<file path="src/rtl/shift_issue_stage_if.sv">
// Handshake and payload bundle between ID, the shift issue stage and the barrel shifter.
// The stage uses the slave modport; the upstream/downstream environment uses master.
interface shift_issue_stage_if #(
  parameter int unsigned TAG_W = 5
) ();
  logic             in_valid;
  logic             in_ready;
  logic [1:0]       in_op;
  logic [31:0]      in_data;
  logic [4:0]       in_shamt;
  logic [TAG_W-1:0] in_tag;

  logic             out_valid;
  logic             out_ready;
  logic [31:0]      out_data;
  logic             out_direction;
  logic [4:0]       out_shift;
  logic [31:0]      out_fill;
  logic [TAG_W-1:0] out_tag;
  logic             out_illegal;

  modport slave (
    input  in_valid, in_op, in_data, in_shamt, in_tag, out_ready,
    output in_ready, out_valid, out_data, out_direction, out_shift, out_fill, out_tag,
           out_illegal
  );

  modport master (
    output in_valid, in_op, in_data, in_shamt, in_tag, out_ready,
    input  in_ready, out_valid, out_data, out_direction, out_shift, out_fill, out_tag,
           out_illegal
  );
endinterface

</file>
<file path="src/rtl/shift_issue_stage.sv">
// Elastic EX-entry stage ahead of the barrel shifter: decodes RV32 shift ops at capture
// and holds them in a main register plus an optional one-entry skid register.
module shift_issue_stage #(
  parameter int unsigned TAG_W   = 5,
  parameter bit          SKID_EN = 1'b1
) (
  input  logic                 clk,
  input  logic                 rst,
  input  logic                 flush,
  shift_issue_stage_if.slave   bus
);

  typedef struct packed {
    logic [31:0]      data;
    logic             direction;
    logic [4:0]       shift;
    logic [31:0]      fill;
    logic [TAG_W-1:0] tag;
    logic             illegal;
  } payload_t;

  payload_t main_q, main_d, skid_q, skid_d, in_pl;
  logic     main_valid_q, main_valid_d, skid_valid_q, skid_valid_d;
  logic     accept, consume;

  // Reserved encoding 10 shifts left like SLL but is flagged illegal.
  always_comb begin
    in_pl.data      = bus.in_data;
    in_pl.direction = (bus.in_op == 2'b00) || (bus.in_op == 2'b10);
    in_pl.shift     = bus.in_shamt;
    in_pl.fill      = 32'h0;
    if (bus.in_op == 2'b11 && bus.in_data[31] && bus.in_shamt != 5'd0) begin
      in_pl.fill = ~(32'hFFFF_FFFF >> bus.in_shamt);
    end
    in_pl.tag       = bus.in_tag;
    in_pl.illegal   = (bus.in_op == 2'b10);
  end

  // Ready depends only on held state (and reset), never on in_valid.
  assign bus.in_ready = SKID_EN ? (~rst & ~skid_valid_q)
                                : (~rst & (~main_valid_q | bus.out_ready));

  assign accept  = bus.in_valid & bus.in_ready;
  assign consume = main_valid_q & bus.out_ready;

  always_comb begin
    main_valid_d = main_valid_q;
    skid_valid_d = skid_valid_q;
    main_d       = main_q;
    skid_d       = skid_q;
    if (flush) begin
      main_valid_d = 1'b0;
      skid_valid_d = 1'b0;
    end else if (consume && skid_valid_q) begin
      main_d       = skid_q;
      skid_valid_d = 1'b0;
    end else if (accept && (!main_valid_q || consume)) begin
      main_d       = in_pl;
      main_valid_d = 1'b1;
    end else if (accept && SKID_EN) begin
      skid_d       = in_pl;
      skid_valid_d = 1'b1;
    end else if (consume) begin
      main_valid_d = 1'b0;
    end
  end

  always_ff @(posedge clk or posedge rst) begin
    if (rst) begin
      main_valid_q <= 1'b0;
      skid_valid_q <= 1'b0;
      main_q       <= '0;
      skid_q       <= '0;
    end else begin
      main_valid_q <= main_valid_d;
      skid_valid_q <= skid_valid_d;
      main_q       <= main_d;
      skid_q       <= skid_d;
    end
  end

  assign bus.out_valid     = main_valid_q;
  assign bus.out_data      = main_q.data;
  assign bus.out_direction = main_q.direction;
  assign bus.out_shift     = main_q.shift;
  assign bus.out_fill      = main_q.fill;
  assign bus.out_tag       = main_q.tag;
  assign bus.out_illegal   = main_q.illegal;

endmodule

</file>
<file path="src/flat_wrapper.sv">
// flat-port wrapper written by rule: the top's interface ports become plain ports
module shift_issue_stage_flat 
#(
  parameter int unsigned TAG_W   = 5,
  parameter bit          SKID_EN = 1'b1
)
  (clk, rst, flush, bus_in_valid, bus_in_op, bus_in_data, bus_in_shamt, bus_in_tag, bus_out_ready, bus_in_ready, bus_out_valid, bus_out_data, bus_out_direction, bus_out_shift, bus_out_fill, bus_out_tag, bus_out_illegal);
  shift_issue_stage_if #(.TAG_W(TAG_W)) bus_i ();
  input  logic clk;
  input  logic rst;
  input  logic flush;
  input wire logic [$bits(bus_i.in_valid)-1:0] bus_in_valid;
  input wire logic [$bits(bus_i.in_op)-1:0] bus_in_op;
  input wire logic [$bits(bus_i.in_data)-1:0] bus_in_data;
  input wire logic [$bits(bus_i.in_shamt)-1:0] bus_in_shamt;
  input wire logic [$bits(bus_i.in_tag)-1:0] bus_in_tag;
  input wire logic [$bits(bus_i.out_ready)-1:0] bus_out_ready;
  output wire logic [$bits(bus_i.in_ready)-1:0] bus_in_ready;
  output wire logic [$bits(bus_i.out_valid)-1:0] bus_out_valid;
  output wire logic [$bits(bus_i.out_data)-1:0] bus_out_data;
  output wire logic [$bits(bus_i.out_direction)-1:0] bus_out_direction;
  output wire logic [$bits(bus_i.out_shift)-1:0] bus_out_shift;
  output wire logic [$bits(bus_i.out_fill)-1:0] bus_out_fill;
  output wire logic [$bits(bus_i.out_tag)-1:0] bus_out_tag;
  output wire logic [$bits(bus_i.out_illegal)-1:0] bus_out_illegal;
  assign bus_i.in_valid = bus_in_valid;
  assign bus_i.in_op = bus_in_op;
  assign bus_i.in_data = bus_in_data;
  assign bus_i.in_shamt = bus_in_shamt;
  assign bus_i.in_tag = bus_in_tag;
  assign bus_i.out_ready = bus_out_ready;
  assign bus_in_ready = bus_i.in_ready;
  assign bus_out_valid = bus_i.out_valid;
  assign bus_out_data = bus_i.out_data;
  assign bus_out_direction = bus_i.out_direction;
  assign bus_out_shift = bus_i.out_shift;
  assign bus_out_fill = bus_i.out_fill;
  assign bus_out_tag = bus_i.out_tag;
  assign bus_out_illegal = bus_i.out_illegal;
  shift_issue_stage #(.TAG_W(TAG_W), .SKID_EN(SKID_EN)) u_core (.clk(clk), .rst(rst), .flush(flush), .bus(bus_i));
endmodule
</file>
<file path="config.mk">
export PLATFORM = sky130hd
export DESIGN_NAME = shift_issue_stage_flat
export DESIGN_NICKNAME = d
export VERILOG_FILES = /design/src/rtl/shift_issue_stage_if.sv /design/src/rtl/shift_issue_stage.sv /design/src/flat_wrapper.sv
export SDC_FILE = /design/constraint.sdc
export NUM_CORES = 1
export LEC_CHECK = 0
export ABC_CLOCK_PERIOD_IN_PS = 5500
export CAP_MARGIN = 10
export CELL_PAD_IN_SITES_DETAIL_PLACEMENT = 1
export CELL_PAD_IN_SITES_GLOBAL_PLACEMENT = 1
export CORE_AREA = 2 2 132 134
export DETAILED_ROUTE_END_ITERATION = 8
export DIE_AREA = 0 0 134 136
export PLACE_DENSITY_LB_ADDON = 0.1
export SLEW_MARGIN = 40
export SYNTH_ARGS = -nofsm -noshare
export SYNTH_HDL_FRONTEND = slang
export SYNTH_SLANG_ARGS = --single-unit
</file>
<file path="constraint.sdc">
create_clock -name clk -period 5.5 [get_ports clk]
set_clock_uncertainty 0.15 [all_clocks]
set_input_delay 0.825 -clock clk [delete_from_list [all_inputs] [get_ports clk]]
set_output_delay 0.825 -clock clk [all_outputs]
set_load 0.05 [all_outputs]
</file>
==> results.cfg <==
[outcome]
outcome = completed

[clock_tree]
postCtsResizedCells = 0
numCtsBuffers = 17
cts.clk_slew.worst_paths_ns = 0.06
cts_tree = built
hold_buffers = 0
clock-sinks = 152
insertion_delay_ns = 0.42
cts_buffer_depth = 2
post_cts_buffers = 0
root_buffer = clkbuf_16
h-tree-depth = 4

[setup_path]
critPathKind = in2reg
critPathCaptureType = flip-flop
required_ns = 5.65
cp-start-kind = primary input
cp_max_fo = 74
arrival_ns = 3.51

[floorplanning]
ioPinCount = 127
start_util_pct = 38.3
die_area_um2 = 18200
core-area_um2 = 16900
rows = 48
die_h_um = 136
die_x_um = 134

[synthesis]
ys_warn_count = 0
synth_area_leader_cell = dfrtp_1
synth_flop_cell = dfrtp_1
synth_edf_count = 0
synth_fp_nets = 755
seq_area_frac_synth_pct = 58.8
synthTopCellsByArea = dfrtp_1, nand2_1, a31oi_1
synth_area_um2 = 6470
ys_seq_elements = 152
synth_area_per_cell_um2 = 9.16
synth.top_cell.area_share_pct = 58.8
async_reset_ff_share_pct = 100
ys_types = 36
synth_cells = 706

[drt]
drc = 0
num_vias = 5404
viasPerCell = 5.20
wirelength_um = 17400
wl_per_cell_um = 16.7
drt_pass1_iterations = 4
drtIter0Drc = 277
ant_nets = 0

[grt]
antenna_found_initial = 0
grt-ovfl-total = 0
grt_max_degree = 75
grt_usage_pct = 19.9
grt_pass1_vias = 5719
grt_pass1_wl_um = 28800

[cells_and_area]
area_growth_pct = 32.0
fin_nets = 850
layout_common_cells = nand2_1, dfrtp_1, clkdlybuf4s50_1
layout_commonest_cell = nand2_1
diodes = 0
fillers = 1893
fin_util_pct = 50.6
fin_area_um2 = 8530
stdcell_count = 1039
drive_above_1_share_pct = 7.25

[flow_run]
maxCapViolCount = 0

[placed_design]
dp_hpwl_um = 11600
dpl.cell_count = 1006
gp_congestion = 0.772
portBuffers = 125
place_area_um2 = 7870

[sta]
rsz0062_at_grt = false
finalCritPeriodShare_pct = 61.1
hold_viol_final = 0
setup_viol_count_final = 0
final.setup.tns_ns = 0
fin_crit_ns = 3.36
tightest_slew_ns = 0.723
slew_headroom_pct = 51.7
fmax_mhz = 298
slew_violations = 0

[power]
leakagePower_nw = 3.59
powerDensity_nw_per_um2 = 415
vdd.ir_drop.worst_mv = 0.231

[worst_hold_path]
hold_path.class = reg2reg
## cells in the mapped netlist, types with 3 or more instances
| master | instances |
|---|---|
| nand3_1 | 5 |
| nand2_1 | 182 |
| buf_2 | 6 |
| o21a_1 | 4 |
| mux2_2 | 10 |
| o31ai_1 | 13 |
| nor2_1 | 83 |
| o311ai_0 | 3 |
| a21oi_1 | 40 |
| a31oi_1 | 57 |
| a211oi_1 | 3 |
| nor3_1 | 13 |
| buf_6 | 3 |
| o21ai_0 | 56 |
| dfrtp_1 | 152 |
| clkbuf_1 | 47 |
## flip-flops by register name, indices dropped and copies added (netlist names)
name	cells
u_core.bus.out_valid	1
u_core.bus.out_fill	31
u_core.bus.out_illegal	1
u_core.bus.out_tag	5
u_core.bus.out_direction	1
u_core.skid_valid_q	1
u_core.skid_q	75
u_core.bus.out_shift	5
u_core.bus.out_data	32
## layer usage
layer	vias up	wire, µm	track usage, %
li1	2601	-	-
met1	2683	7800	25.7
met2	100	8690	33.9
met3	20	650	4.18
met4	0	240	6.21
met5	-	0	0
## kinds of logic after synthesis
| logic type | Yosys count | share of synthesized area (%) |
|---|---|---|
| AOI/OAI and AO/OA | 186 | 17.1 |
| buffers and inverters | 61 | 4.06 |
| DFF | 152 | 58.8 |
| muxes | 10 | 1.74 |
| other | 1 | 0.0580 |
| and+or+nand+nor | 296 | 18.2 |
## power breakdown
group	total [W]	switching (W)	leakage (nW)	internal (W)
Clock	0.00130	0.000461	0.312	0.000841
Combinational	0.000872	0.000581	1.39	0.000290
Sequential	0.00137	0.0000917	1.89	0.00128
Total	0.00355	0.00113	3.59	0.00241
## metrics by stage
step           total power, W  setup WS [ns]  hold WS, ns
2_1_floorplan         0.00194          0.432        0.298
3_3_place_gp          0.00224           1.78        0.310
3_5_place_dp          0.00227           1.72        0.320
4_1_cts               0.00358           2.17        0.335
5_1_grt               0.00369           2.03        0.363
6_report              0.00355           2.14        0.333
## worst max-delay path: stages
cell	delay (ns)
clkdlybuf4s50_1	0.49
or3b_1	0.47
or4b_4	0.84
buf_4	0.44
mux2_2	0.36
## cell type report
type | instances | area (µm²) | share of cell area (%)
sequential | 152 | 3800 | 44.6
multi-input combinational | 493 | 2430 | 28.4
timing repair buffer | 135 | 1350 | 15.8
clock buffer | 21 | 470 | 5.51
tap | 225 | 282 | 3.30
clock inverter | 11 | 194 | 2.27
inverter | 2 | 12.5 | 0.147
## worst paths after layout
path	startpoint	end	slack (ns)	cells past startpoint
worst max-delay path	rst	u_core.skid_q[13]	2.14	5
worst min-delay path	u_core.skid_q[61]	u_core.skid_q[61]	0.33	2
worst max register to register	u_core.skid_valid_q	u_core.skid_q[13]	2.59	4
worst min register to register	u_core.skid_q[61]	u_core.skid_q[61]	0.33	2
max in group asynchronous	rst	u_core.skid_q[5]	3.34	3
min in group asynchronous	rst	u_core.bus.out_tag[3]	0.77	2
(Power assumes the default switching activity.)
